`src/rtl/word_uart_tx.sv`:
```
// Word-to-UART serializer: pops one 32-bit word from an upstream FIFO and sends it
// as four back-to-back 8N1 frames. Only one word is in flight at a time.
module word_uart_tx #(
  parameter int unsigned CLK_DIV   = 434,
  parameter int unsigned MSB_FIRST = 1
) (
  input  logic        clk,
  input  logic        rst,
  input  logic [31:0] data_in,
  input  logic        data_in_valid,
  output logic        data_in_read,
  output logic        tx,
  output logic        busy
);

  localparam logic [15:0] BaudLast = 16'(CLK_DIV - 1);

  typedef enum logic [1:0] {StIdle, StStart, StData, StStop} state_e;

  state_e      state_q, state_d;
  logic [15:0] baud_q, baud_d;
  logic [2:0]  bit_q, bit_d;
  logic [1:0]  byte_q, byte_d;
  logic [31:0] word_q, word_d;
  logic        tx_q, tx_d;
  logic        read_q, read_d;
  logic        busy_q, busy_d;

  logic [1:0]  byte_sel;
  logic [7:0]  cur_byte;
  logic [2:0]  bit_nxt;
  logic        baud_end;

  // Byte currently on the line, chosen from the latched word by byte index and order.
  always_comb begin
    byte_sel = (MSB_FIRST != 0) ? (2'd3 - byte_q) : byte_q;
    cur_byte = word_q[{byte_sel, 3'b000} +: 8];
    bit_nxt  = bit_q + 3'd1;
    baud_end = (baud_q == BaudLast);
  end

  // Next-state logic; tx is computed one cycle ahead so the line is driven from a flop.
  always_comb begin
    state_d = state_q;
    baud_d  = baud_q;
    bit_d   = bit_q;
    byte_d  = byte_q;
    word_d  = word_q;
    tx_d    = tx_q;
    read_d  = 1'b0;
    busy_d  = busy_q;

    unique case (state_q)
      StIdle: begin
        tx_d   = 1'b1;
        busy_d = 1'b0;
        if (data_in_valid) begin
          word_d  = data_in;
          state_d = StStart;
          tx_d    = 1'b0;
          read_d  = 1'b1;
          busy_d  = 1'b1;
          baud_d  = '0;
          bit_d   = '0;
          byte_d  = '0;
        end
      end
      StStart: begin
        if (baud_end) begin
          baud_d  = '0;
          bit_d   = '0;
          state_d = StData;
          tx_d    = cur_byte[0];
        end else begin
          baud_d = baud_q + 16'd1;
        end
      end
      StData: begin
        if (baud_end) begin
          baud_d = '0;
          if (bit_q == 3'd7) begin
            state_d = StStop;
            tx_d    = 1'b1;
          end else begin
            bit_d = bit_nxt;
            tx_d  = cur_byte[bit_nxt];
          end
        end else begin
          baud_d = baud_q + 16'd1;
        end
      end
      StStop: begin
        if (baud_end) begin
          baud_d = '0;
          if (byte_q == 2'd3) begin
            // Last stop bit done: word complete, free for the next capture.
            state_d = StIdle;
            byte_d  = '0;
            busy_d  = 1'b0;
            tx_d    = 1'b1;
          end else begin
            byte_d  = byte_q + 2'd1;
            state_d = StStart;
            tx_d    = 1'b0;
          end
        end else begin
          baud_d = baud_q + 16'd1;
        end
      end
      default: begin
        state_d = StIdle;
        tx_d    = 1'b1;
        busy_d  = 1'b0;
      end
    endcase
  end

  // State and output registers with synchronous reset; reset drops any partial word.
  always_ff @(posedge clk) begin
    if (rst) begin
      state_q <= StIdle;
      baud_q  <= '0;
      bit_q   <= '0;
      byte_q  <= '0;
      word_q  <= '0;
      tx_q    <= 1'b1;
      read_q  <= 1'b0;
      busy_q  <= 1'b0;
    end else begin
      state_q <= state_d;
      baud_q  <= baud_d;
      bit_q   <= bit_d;
      byte_q  <= byte_d;
      word_q  <= word_d;
      tx_q    <= tx_d;
      read_q  <= read_d;
      busy_q  <= busy_d;
    end
  end

  assign tx           = tx_q;
  assign data_in_read = read_q;
  assign busy         = busy_q;

endmodule

```
`config.mk`:
```
export PLATFORM = sky130hd
export DESIGN_NAME = word_uart_tx
export DESIGN_NICKNAME = d
export VERILOG_FILES = /design/src/rtl/word_uart_tx.sv
export SDC_FILE = /design/constraint.sdc
export NUM_CORES = 1
export LEC_CHECK = 0
export CORE_UTILIZATION = 28
export CTS_CLUSTER_SIZE = 28
export DETAILED_ROUTE_END_ITERATION = 7
export GPL_ROUTABILITY_DRIVEN = 0
export SKIP_LAST_GASP = 1
export SLEW_MARGIN = 10
export SYNTH_ARGS = -nofsm -noshare
export SYNTH_HDL_FRONTEND = slang
export SYNTH_SLANG_ARGS = --single-unit
```
`constraint.sdc`:
```
create_clock -name clk -period 4.98 [get_ports clk]
set_input_delay 0.996 -clock clk [delete_from_list [all_inputs] [get_ports clk]]
set_output_delay 0.996 -clock clk [all_outputs]
set_load 0.03 [all_outputs]
```
# After elaboration in Yosys (flattened, before gate mapping)
# Index checks and enable logic that the tools add are counted.
# totals
ff_bits	58
in_bits	35
output_inout_bits	3
elab_cells	71
# classes
add_sub_neg	4
n_lt_le_gt_ge	1
eq_ne	13
shift	1
mux	32
n_bitwise	1
n_reduce_logical	11
# ops
cell	count
$mux 16	2
$pmux 16 s2	1
$shiftx 32x6->8	1
$add 16x1->16 const B	1
$eq 16x9->1 const B	1
$mux 2	8
$ne 2x2->1 const B	7
$mux 3	4
$mux 1	11
$reduce_and 5->1	2
$pmux 3 s3	1
$reduce_and 3->1	3
$pmux 2 s4	1
$eq 2x2->1 const B	3
$lt 3x4->1 const B	1
$pmux 1 s4	1
$pmux 2 s2	1
$add 3x1->3 const B	1
$bmux 1 s3	1
$eq 3x3->1 const B	1
$reduce_bool 3->1	1
$reduce_or 3->1	1
$add 2x1->2 const B	1
$eq 2x1->1 const B	1
other kinds (7)	7

# Longest topological paths before layout
# depth
depth_word	7
mapped_depth	9
mapped_depth_nobuf	7

# Worst setup path after synthesis
# No wires, ideal clock.
# synth_timing
path_kind	reg-to-reg
from	register baud_q[0]
to	register bit_q[0]
setup_ns	0.070
arrival_ns	2.338
required_time_ns	4.910
path_slack_ns	2.572
path_stages_with_launch	7
n_path_buf	0
synth_period_minus_slack_ns	2.408
cell_sequence	dfxtp_1 ha_1 or3b_2 or4_4 a211o_1 or4_1 a21oi_1
# synth_via
elab_chain_len	3
word_cells_on_any_way	4
cone_classes	eq/ne (3); reduce/logical (1)
# synth_rtl
item	line	text
start, declared	21	logic [15:0] baud_q, baud_d;
start signal, assigned	131	baud_q <= baud_d;
$eq 16x9->1 (*)	39	baud_end = (baud_q == BaudLast);
$ne 2x2->1 (no line)	-	
$reduce_and 5->1 (no line) (*)	-	
end signal, assigned	132	bit_q <= bit_d;
end, declared	22	logic [2:0] bit_q, bit_d;
# Every way passes the cells marked *; elsewhere a longest branch is shown, timed or not.
# A chain may end at the register's enable or synchronous reset.

# Worst setup path after layout
# layout_timing
from	register baud_q[0]
to	register baud_q[11]
# layout_via
elab_chain_len	3
word_cells_on_any_way	4
cone_classes	add/sub (1); eq/ne (1); mux (2)
# layout_rtl
item	line	text
$add 16x1->16 or $eq 16x9->1 (tied branches)	-	
$mux 16 (*)	69, 79, 93	
$pmux 16 s2 (*)	53	unique case (state_q)
# Marked as above.

==> results by group <==
Run status
  • Status: finished clean

Yosys
  • Synth cell types: 42
  • Syn_area_per_cell: 8.37 um2
  • FFs w/ async S/R, synth: 0
  • Number of synthesized flops with an enable pin: 0
  • Mapped Nets: 375
  • Synth Register Bits: 58
  • Cells after synthesis: 330
  • Mapped Area: 0.00276 mm2
  • YS warnings: 0
  • Post-synth top flop: dfxtp_1
  • Sequential area share after synthesis: 0.420

Pwr
  • VDD IR-drop max: 0.000182 V
  • PwrDens: 416 mW/mm2
  • Power, Total: 1.41 mW
  • Leak: 1.17 nW

CTS
  • CTS Buf Count: 9
  • Post-CTS sizing: 0
  • # clock sinks: 58
  • Post-CTS setup buffer count: 0
  • Worst skew pair latency: 0.34 ns
  • Clock buffer depth: 2
  • Cts hold-fix bufs: 0
  • Clock Pin Slew Worst Setup and Hold Paths: 0.07 ns
  • Root buffer cell: clkbuf_8
  • CTS tree: done
  • Number of H-tree levels: 3

Global routing
  • Initial antenna violation count: 0
  • First-pass GRT wire length: 10.3 mm
  • GR Util All Layers: 0.131
  • Total congestion overflow: 0
  • Vias in the first global route: 2,209
  • Pin count of the biggest net entering global routing: 45

Routing
  • DRT Pass-1 Iters: 4
  • Routed Antenna Nets: 0
  • WL per Instance: 12.3 um
  • DRC viols: 0
  • Vias post-DR: 2,345
  • DRT Wirelength: 6.09 mm
  • Starting DRT DRC Count: 109
  • Routed vias/inst: 4.75

Placed design
  • Final HPWL DP: 4.22 mm
  • # port buffers: 37

Floorplan
  • Die width: 101 um
  • Die ar.: 0.0103 mm2
  • DIE HEIGHT: 101 um
  • Starting Density: 0.293
  • I/O pin cnt: 38
  • Core ar.: 0.00942 mm2
  • Row cnt: 35

Timing
  • Worst Max-Slew Pin Slew: 1.13 ns
  • Clock Skews: 0.00933 ns
  • Hold slack: 0.452 ns
  • Setup TNS Final: 0 ns
  • Max-slew headroom: 0.242
  • Endpoints failing setup: 0
  • Min Tclk post-route: 2.77 ns
  • Fin. Hold Viols: 0
  • RSZ-0062 raised after global routing: no
  • Max Fclk: 362 MHz
  • Final worst-path cycle share: 0.555
  • Max Slew Vio Count: 0

Finish
  • Layout Nets: 405
  • Share of cells above drive strength 1: 0.0849
  • Most frequent cells in the layout: nand2_1, dfxtp_1, a21oi_1
  • Syn-to-layout area delta: 23.0%
  • Commonest non-fill, non-tap cell in the layout: nand2_1
  • # diodes: 0
  • Layout filler cell count: 977

Critical path
  • Worst path slowest cell: o21bai_1
  • Kind of critical path: reg2reg
  • CP max FO: 14
  • Startpoint Class: flip-flop
  • Required @ worst endpoint: 5.16 ns
  • CP top delay family: simple AND/OR/NAND/NOR gates
  • Worst Path Arrival: 2.94 ns
  • CP dominant cell by count: nor2_1
  • Endpoint type of the worst setup path: flip-flop
  • CP cell instances: ha_1 -> or3b_2 -> nor4_4 -> nor2_1 -> o21bai_1 -> nor2_1
  • CP max stage delay: 0.82 ns
  • Worst path bufs/invs: 0

Job
  • Max_cap viols: 0

Hold path
  • HP Class: reg2reg
==> synthesized netlist by cell type (3+ instances only) <==
cell	n	area, um2
nand2_1	71	267
nand3_1	8	40.0
nor4_1	4	25.0
dfxtp_1	58	1160
mux4_2	7	158
o21ai_0	6	30.0
nor3_1	4	20.0
ha_1	10	125
a21oi_1	43	215
inv_1	9	33.8
xnor2_1	7	61.3
xor2_1	6	52.6
nand4_1	8	50.1
mux2i_1	3	30.0
clkbuf_1	16	60.1
nor2_1	32	120
or4_4	3	33.8
nor2b_1	3	18.8
==> stage by stage <==
step / area, um2 / util / std cells / setup slack [ns]
floorplan: 2760 / - / 330 / 2.57
global placement: 3230 / 0.343 / 478 / 1.93
detailed placement: 3230 / 0.343 / 478 / 1.84
CTS: 3400 / 0.361 / 494 / 2.19
global route: 3400 / 0.361 / 494 / 1.91
finish: 3400 / 0.361 / 494 / 2.21
==> routing by layer <==
layer / routed length (um) / vias up / global-route usage
li1: - / 1210 / -
met1: 3010 / 1076 / 0.166
met2: 2700 / 50 / 0.197
met3: 279 / 9 / 0.0476
met4: 94 / 0 / 0.0635
met5: 0 / - / 0
==> cell families after synthesis <==
group	share of synthesized area
AO/OA/AOI/OAI	0.133
buffers and inverters	0.0394
flip-flops	0.420
adder cells (fa/ha/maj)	0.0453
multiplexers	0.0761
XOR/XNOR	0.0412
AND/OR/NAND/NOR	0.245
==> state kept, by name (all words and copies together), names as in the netlist <==
| signal | cells |
|---|---|
| busy | 1 |
| baud_q | 16 |
| word_q | 32 |
| data_in_read | 1 |
| byte_q | 2 |
| tx | 1 |
| bit_q | 3 |
| state_q | 2 |
==> cell type report <==
type | instances | area [um2] | share of cell area
Clock buffer | 11 | 141 | 0.0416
Clock inverter | 5 | 30.0 | 0.00884
Inverter | 9 | 33.8 | 0.00994
Multi-Input combinational cell | 244 | 1490 | 0.439
Sequential cell | 58 | 1160 | 0.342
Tap cell | 129 | 161 | 0.0475
Timing Repair Buffer | 38 | 378 | 0.111
==> worst paths after layout <==
path	from	end	cells after the start	slack, ns
max	baud_q[0]$_SDFFE_PP0P_	baud_q[11]$_SDFFE_PP0P_	6	2.21
min	word_q[27]$_SDFFE_PP0P_	word_q[27]$_SDFFE_PP0P_	2	0.45
max reg2reg	baud_q[0]$_SDFFE_PP0P_	baud_q[11]$_SDFFE_PP0P_	6	2.21
min reg2reg	word_q[27]$_SDFFE_PP0P_	word_q[27]$_SDFFE_PP0P_	2	0.45
==> worst min-delay path, delay by kind of cell, from the launching register on <==
family | cells | cell delay [ns]
flip-flops | 1 | 0.31
AND/OR/NAND/NOR | 1 | 0.05
AO/OA/AOI/OAI | 1 | 0.05
==> where the power goes <==
group          total (mW)  internal [mW]  switching [mW]
Sequential          0.580          0.532          0.0476
Clock               0.381          0.191           0.190
Combinational       0.453          0.180           0.273
Total                1.41          0.903           0.510
(Power assumes the default switching activity.)
